### src/rtl/fp_op_sequencer.sv
// fp_op_sequencer: issues one FP operation at a time to an external FP ALU.
// It unboxes the operands on accept, waits for the ALU's done, and writes the
// NaN-boxed result back to regfile_fp.
// Optional feature: define FP_TIMEOUT_EN to bound the done wait to TIMEOUT
// cycles. With the macro defined, timeout_err is sticky until reset.
module fp_op_sequencer #(
    parameter int unsigned FLEN    = 32,
    parameter int unsigned XLEN    = 64,
    parameter int unsigned TIMEOUT = 64
) (
    input  logic            clk,
    input  logic            reset,
    input  logic            op_valid,
    output logic            op_ready,
    input  logic [1:0]      op_code,
    input  logic [2:0]      rounding_mode_i,
    input  logic [XLEN-1:0] rs1_value,
    input  logic [XLEN-1:0] rs2_value,
    input  logic [4:0]      rd_addr_i,
    output logic            start_add_sub,
    output logic            start_mult,
    output logic            sub,
    output logic [2:0]      rounding_mode,
    output logic [FLEN-1:0] operand_a,
    output logic [FLEN-1:0] operand_b,
    input  logic            done,
    input  logic [FLEN-1:0] result,
    output logic            load_regfile_fp,
    output logic [4:0]      rd_addr,
    output logic [XLEN-1:0] rd_fp_i,
    output logic            busy,
    output logic            timeout_err
);

    localparam logic [1:0] OP_ADD  = 2'd0;
    localparam logic [1:0] OP_SUB  = 2'd1;
    localparam logic [1:0] OP_MUL  = 2'd2;
    localparam logic [1:0] OP_MOVE = 2'd3;

    typedef enum logic [1:0] {IDLE, ISSUE, WAIT, WRITE} state_e;

    state_e          state_q, state_d;
    logic [1:0]      op_q;
    logic [2:0]      rm_q;
    logic [4:0]      rd_q;
    logic [FLEN-1:0] opa_q, opb_q, result_q;
    logic            sub_q;
    logic [FLEN-1:0] unbox_a_c, unbox_b_c;
    logic            accept_c;
    logic            wait_expired_c;

    assign accept_c = (state_q == IDLE) && op_valid;

    // Operand unboxing on the way in, NaN-boxing of the result on the way out
    if (FLEN < XLEN) begin : g_box
        localparam logic [FLEN-1:0] CANON_NAN = (FLEN == 64) ? FLEN'(64'h7FF8_0000_0000_0000)
                                                             : FLEN'(32'h7FC0_0000);
        assign unbox_a_c = (&rs1_value[XLEN-1:FLEN]) ? rs1_value[FLEN-1:0] : CANON_NAN;
        assign unbox_b_c = (&rs2_value[XLEN-1:FLEN]) ? rs2_value[FLEN-1:0] : CANON_NAN;
        assign rd_fp_i   = {{(XLEN-FLEN){1'b1}}, result_q};
    end else begin : g_nobox
        assign unbox_a_c = rs1_value[FLEN-1:0];
        assign unbox_b_c = rs2_value[FLEN-1:0];
        assign rd_fp_i   = XLEN'(result_q);
    end

`ifdef FP_TIMEOUT_EN
    localparam int unsigned CNT_W = $clog2(TIMEOUT + 1);

    logic [CNT_W-1:0] wait_cnt_q;
    logic             timeout_err_q;

    assign wait_expired_c = (state_q == WAIT) && (wait_cnt_q == CNT_W'(TIMEOUT - 1));
    assign timeout_err    = timeout_err_q;

    // WAIT-cycle counter and sticky timeout flag
    always_ff @(posedge clk) begin
        if (reset) begin
            wait_cnt_q    <= '0;
            timeout_err_q <= 1'b0;
        end else begin
            wait_cnt_q <= (state_q == WAIT) ? wait_cnt_q + CNT_W'(1) : '0;
            if (wait_expired_c && !done) begin
                timeout_err_q <= 1'b1;
            end
        end
    end
`else
    logic unused_timeout;

    assign unused_timeout = ^TIMEOUT;
    assign wait_expired_c = 1'b0;
    assign timeout_err    = 1'b0;
`endif

    // State register
    always_ff @(posedge clk) begin
        if (reset) begin
            state_q <= IDLE;
        end else begin
            state_q <= state_d;
        end
    end

    // Next-state logic
    always_comb begin
        state_d = state_q;
        case (state_q)
            IDLE:    if (op_valid) state_d = ISSUE;
            ISSUE:   state_d = (op_q == OP_MOVE) ? WRITE : WAIT;
            WAIT: begin
                if (done) begin
                    state_d = WRITE;
                end else if (wait_expired_c) begin
                    state_d = IDLE;
                end
            end
            WRITE:   state_d = IDLE;
            default: state_d = IDLE;
        endcase
    end

    // State-decoded control outputs
    always_comb begin
        op_ready        = 1'b0;
        busy            = 1'b1;
        start_add_sub   = 1'b0;
        start_mult      = 1'b0;
        load_regfile_fp = 1'b0;
        case (state_q)
            IDLE: begin
                op_ready = 1'b1;
                busy     = 1'b0;
            end
            ISSUE: begin
                start_add_sub = (op_q == OP_ADD) || (op_q == OP_SUB);
                start_mult    = (op_q == OP_MUL);
            end
            WRITE:   load_regfile_fp = 1'b1;
            default: ;
        endcase
    end

    // Request latch and result capture (move takes operand_a as its result)
    always_ff @(posedge clk) begin
        if (reset) begin
            op_q     <= '0;
            rm_q     <= '0;
            rd_q     <= '0;
            opa_q    <= '0;
            opb_q    <= '0;
            sub_q    <= 1'b0;
            result_q <= '0;
        end else begin
            if (accept_c) begin
                op_q  <= op_code;
                rm_q  <= rounding_mode_i;
                rd_q  <= rd_addr_i;
                opa_q <= unbox_a_c;
                opb_q <= unbox_b_c;
                sub_q <= (op_code == OP_SUB);
            end
            if ((state_q == ISSUE) && (op_q == OP_MOVE)) begin
                result_q <= opa_q;
            end else if ((state_q == WAIT) && done) begin
                result_q <= result;
            end
        end
    end

    assign sub           = sub_q;
    assign rounding_mode = rm_q;
    assign operand_a     = opa_q;
    assign operand_b     = opb_q;
    assign rd_addr       = rd_q;

endmodule

### config.mk
export PLATFORM = sky130hd
export DESIGN_NAME = fp_op_sequencer
export DESIGN_NICKNAME = d
export VERILOG_FILES = /design/src/rtl/fp_op_sequencer.sv
export SDC_FILE = /design/constraint.sdc
export NUM_CORES = 1
export LEC_CHECK = 0
export ABC_AREA = 1
export CAP_MARGIN = 20
export CORE_AREA = 2 2 123 125
export CTS_CLUSTER_DIAMETER = 120
export DETAILED_ROUTE_END_ITERATION = 6
export DIE_AREA = 0 0 125 127
export PLACE_DENSITY = 0.76
export SETUP_SLACK_MARGIN = 0.15
export SLEW_MARGIN = 15
export SYNTH_ARGS = -nofsm -noshare
export SYNTH_HDL_FRONTEND = slang
export SYNTH_SLANG_ARGS = --single-unit
export TNS_END_PERCENT = 20
### constraint.sdc
create_clock -name clk -period 2.1 [get_ports clk]
set_clock_uncertainty 0.2 [all_clocks]
set_input_delay 0.42 -clock clk [delete_from_list [all_inputs] [get_ports clk]]
set_output_delay 0.42 -clock clk [all_outputs]
set_load 0.1 [all_outputs]
Word-level counts from Yosys, hierarchy flattened
Cells that the tools add are included.
{"block": "op_classes", "eq_ne": 9, "mux": 13, "reduce_logical": 10}
{"op": "$mux 32", "n": 4}
{"op": "$reduce_and 32->1", "n": 2}
{"op": "$eq 2x2->1 const B", "n": 4}
{"op": "$pmux 2 s4", "n": 1}
{"op": "$eq 2x1->1 const B", "n": 3}
{"op": "$mux 1", "n": 6}
{"op": "$logic_not 2->1", "n": 2}
{"op": "$mux 2", "n": 2}
{"op": "$ne 2x2->1 const B", "n": 2}
{"op": "$logic_and 1x1->1", "n": 3}
{"op": "$reduce_and 2->1", "n": 1}
{"op": "$reduce_bool 2->1", "n": 1}
{"op": "$logic_or 1x1->1", "n": 1}
{"block": "totals", "reg_bits": 109, "inputBits": 174, "output_inout_bits": 143, "wordCells": 40}

Longest topological paths before layout
{"block": "depth", "ltp_word": 4, "mapped_depth": 10, "depth_no_buf": 8}

Worst setup path before layout
OpenSTA, ideal clock, no wires.
{"block": "synth_timing", "path_kind": "register to output", "startpoint": "reg state_q[1]", "endpoint": "out start_mult", "arrival_ns": 2.649, "required_ns": 1.480, "path_slack_ns": -1.169, "stages_incl_launch_ff": 5, "path_buffers": 0, "path_cell_list": "dfxtp_1 -> inv_1 -> ha_1 -> inv_2 -> nor3_1"}
{"block": "synth_between", "elab_chain_len": 2}
{"element": "start: declaration", "line": "42", "text": "state_e state_q, state_d;"}
{"element": "start signal: assignment", "line": "101", "text": "state_q <= state_d;"}
{"element": "$eq 2x1->1", "line": "130", "text": "case (state_q)"}
{"element": "$mux 1", "line": "130"}
{"element": "end: declaration", "line": "21", "text": "output logic start_mult,"}
No other way between the ends.

Final worst setup path
{"block": "layout_timing", "startpoint": "reg state_q[1]", "endpoint": "out busy"}
{"block": "layout_between", "elab_chain_len": 2}
{"element": "$logic_not 2->1", "line": "130"}
{"element": "$mux 1", "line": "130"}
{"element": "end: declaration", "line": "31", "text": "output logic busy,"}
No other way between the ends.

==> key figures <==
GRT
  • First-pass GRT wire length: around 28000 um
  • Vias in the first global route: 5301
  • Total congestion overflow: 0
  • Global-route usage over all layers: 0.218
  • Largest net degree at the start of global routing: between 60 and 70
  • Initial antenna violation count: 0

Floorplan
  • Die Y: 127 um
  • # rows: 44
  • Initial core utilization: 0.343
  • I/O Pins: 317
  • Die extent in x: 125 um
  • Die area: between 15000 and 20000 um2
  • CORE AREA: 14400 um2

Synthesis
  • Most used DFF post-synth: dfxtp_1
  • Number of synthesized flops with an enable pin: 0
  • Post-Syn Instances: 670
  • Synthesized flop and latch total: 109
  • Distinct cells, synth: 24
  • Synth warn: 0
  • Avg Inst Size Synth: ~7.4 um2
  • Sequential fraction of the synthesis area: 0.441
  • Post-synth ARST share: 0
  • Syn Std Cell Area: 4950 um2

Critical path
  • Critical-path maximum fanout: 4
  • Reg-to-reg slack, setup: 0.30 ns
  • Startpoint Class: register
  • Worst reg2reg path startpoint: state_q[1]
  • R2R depth: 7
  • Critical Path Sink: busy
  • Crit. End Element: output pin
  • Setup crit start: state_q[1]
  • Critical path class: register to output pin
  • Critical Path RT: between 1 and 1.5 ns
  • Worst Path Arrival: between 1 and 1.5 ns
  • Reg2Reg Capture Point: result_q[8]

Flow run
  • # Max-Cap Violations: 0

Clocking
  • Clock root cell: clkbuf_16
  • TritonCTS buffer count: 9
  • Worst-path clk slew: 0.07 ns
  • Clk Latency, worst-skew pair: 0.35 ns
  • CTS tree: done
  • # clock sinks: 109
  • Clock Tree Buf Depth: 2
  • # hold bufs at CTS: 0
  • H-tree lvl count: 3

STA
  • Achievable clock frequency: 0.511 GHz
  • RSZ-0062 raised after global routing: true
  • Setup TNS: 0 ns
  • Min cycle time layout: ~2.0 ns
  • Setup violators final: 0
  • Worst-case hold slack: 0.283 ns
  • Pins Over Slew Limit: 0
  • Count of final hold-check violations: 0
  • Fin crit share: 0.932

Hold path
  • Hold crit path type: register to register

Routing
  • Routed Antenna Nets: 0
  • 1st-pass router iterations: 5
  • Via density: 4.78
  • Drt wl/cell: 15.6 um
  • Detailed Route Iter0 Violations: 314
  • Routed WL: 17600 um
  • Vias: ~5.4k
  • Residual DRC count: 0

Final layout
  • Final Instance Area: a little over 9000 um2
  • Fin util: 0.639
  • Area delta synth->final: 86.2%
  • Filler cells: approximately 1.2k
  • Share of cells above drive strength 1: 0.199
  • Nets: about 1.1k
  • Antenna Cells: 0

Placement
  • GPL Wtd Cong: 0.797
  • Placed Instance Area: 8890 um2
  • Hpwl dp: between 10000 and 15000 um
  • Number of port buffers: 283

Pwr
  • Peak VDD IR: 0.00173 V
  • Pwr dens: ~1400 nW/um2
  • Leakage power: 3.61 nW

Run status
  • Status: complete, no violations
## logic make-up after synthesis
logic type      synth area share
fa+ha+maj                 0.0126
flops                      0.441
buf+inv                    0.121
other cells              0.00152
compound gates             0.203
simple gates               0.220
## critical path, cell delays in order (launching register included)
cell        delay (ns)
dfxtp_2           0.34
inv_4             0.06
buf_4             0.13
ha_4              0.17
clkinvlp_4        0.11
buf_12            0.17
## cell usage in the layout, fill, tap and decap left out, types with 2 or more instances in the layout
cell type          n
clkdlybuf4s50_1  173
o21ai_0           86
inv_4              2
ha_4               2
clkbuf_8           2
a31oi_1           32
buf_4             32
nor2_1            71
ha_1               3
nand3_1           46
nand2_1          109
buf_12           105
clkinvlp_4         2
inv_2              3
nor2_4             5
clkbuf_1           2
inv_1             22
nand2_2            3
a21oi_1           50
clkbuf_16          9
or2_2             18
o21ai_1           22
conb_1            33
dfxtp_1          107
## power by group
group          leakage, nW  switching (mW)  internal, mW
registers            0.896           0.534          2.58
logic                 2.59            5.16          2.57
clock network        0.128           0.745         0.859
## through the flow
stage | cells | total power [mW] | setup WS [ns]
global placement | 1111 | 10.7 | -0.0166
detailed placement | 1111 | 10.8 | -0.0304
global route | 1129 | 12.9 | 0.0805
floorplan | 701 | 7.96 | 0.0314
CTS | 1129 | 12.5 | 0.134
finish | 1129 | 12.4 | 0.143
## flip-flops by register name, indices dropped and copies added, names as in the netlist
register / count
rd_addr: 5
rounding_mode: 3
op_q: 2
sub: 1
operand_a: 32
state_q: 2
result_q: 32
operand_b: 32
## worst min-delay path by stage
stage                     slack (ns)                to  cells after the start        startpoint
final                           0.28  rounding_mode[1]                      2  rounding_mode[1]
after global routing            0.31  rounding_mode[2]                      2  rounding_mode[2]
after CTS                       0.29       result_q[7]                      2       result_q[7]
after detailed placement        0.27  rounding_mode[1]                      2  rounding_mode[1]
after global placement          0.27  rounding_mode[1]                      2  rounding_mode[1]
after floorplan                 0.29        state_q[0]                      2        state_q[0]
## cell type report
class | count | area, um2 | share of cell area
clock buffer | 13 | 260 | 0.0283
clock inverter | 1 | 7.51 | 0.000815
inverter | 29 | 119 | 0.0129
multi-input combinational | 483 | 2330 | 0.253
sequential | 109 | 2190 | 0.237
tap | 184 | 230 | 0.0250
timing repair buffer | 310 | 4070 | 0.442
## synth_stat cells (5+ instances only)
cell	number	area share
inv_1	26	0.020
buf_2	11	0.011
nand2_1	110	0.083
ha_1	5	0.013
buf_4	38	0.058
a21oi_1	50	0.051
or2_2	18	0.023
nor2_1	72	0.055
dfxtp_1	109	0.44
a31oi_1	32	0.040
o21ai_0	87	0.088
clkbuf_1	22	0.017
nand3_1	46	0.047
o21ai_1	21	0.021
## per-layer routing
layer / up-vias / track usage / part of all wire
li1: 2700 / - / -
met1: 2452 / 0.240 / 0.39
met2: 217 / 0.394 / 0.51
met3: 31 / 0.0616 / 0.073
met4: 0 / 0.0908 / 0.030
met5: - / 0 / 0
## repair_timing
item / CTS / global route
endpoints found under the setup margin: 1 / 57
resized for setup: 4 / 1
pin swaps: 2 / 0
gates cloned: 0 / 0
buffers inserted: 4 / 0
No activity file was read; power rests on OpenSTA's default activity.
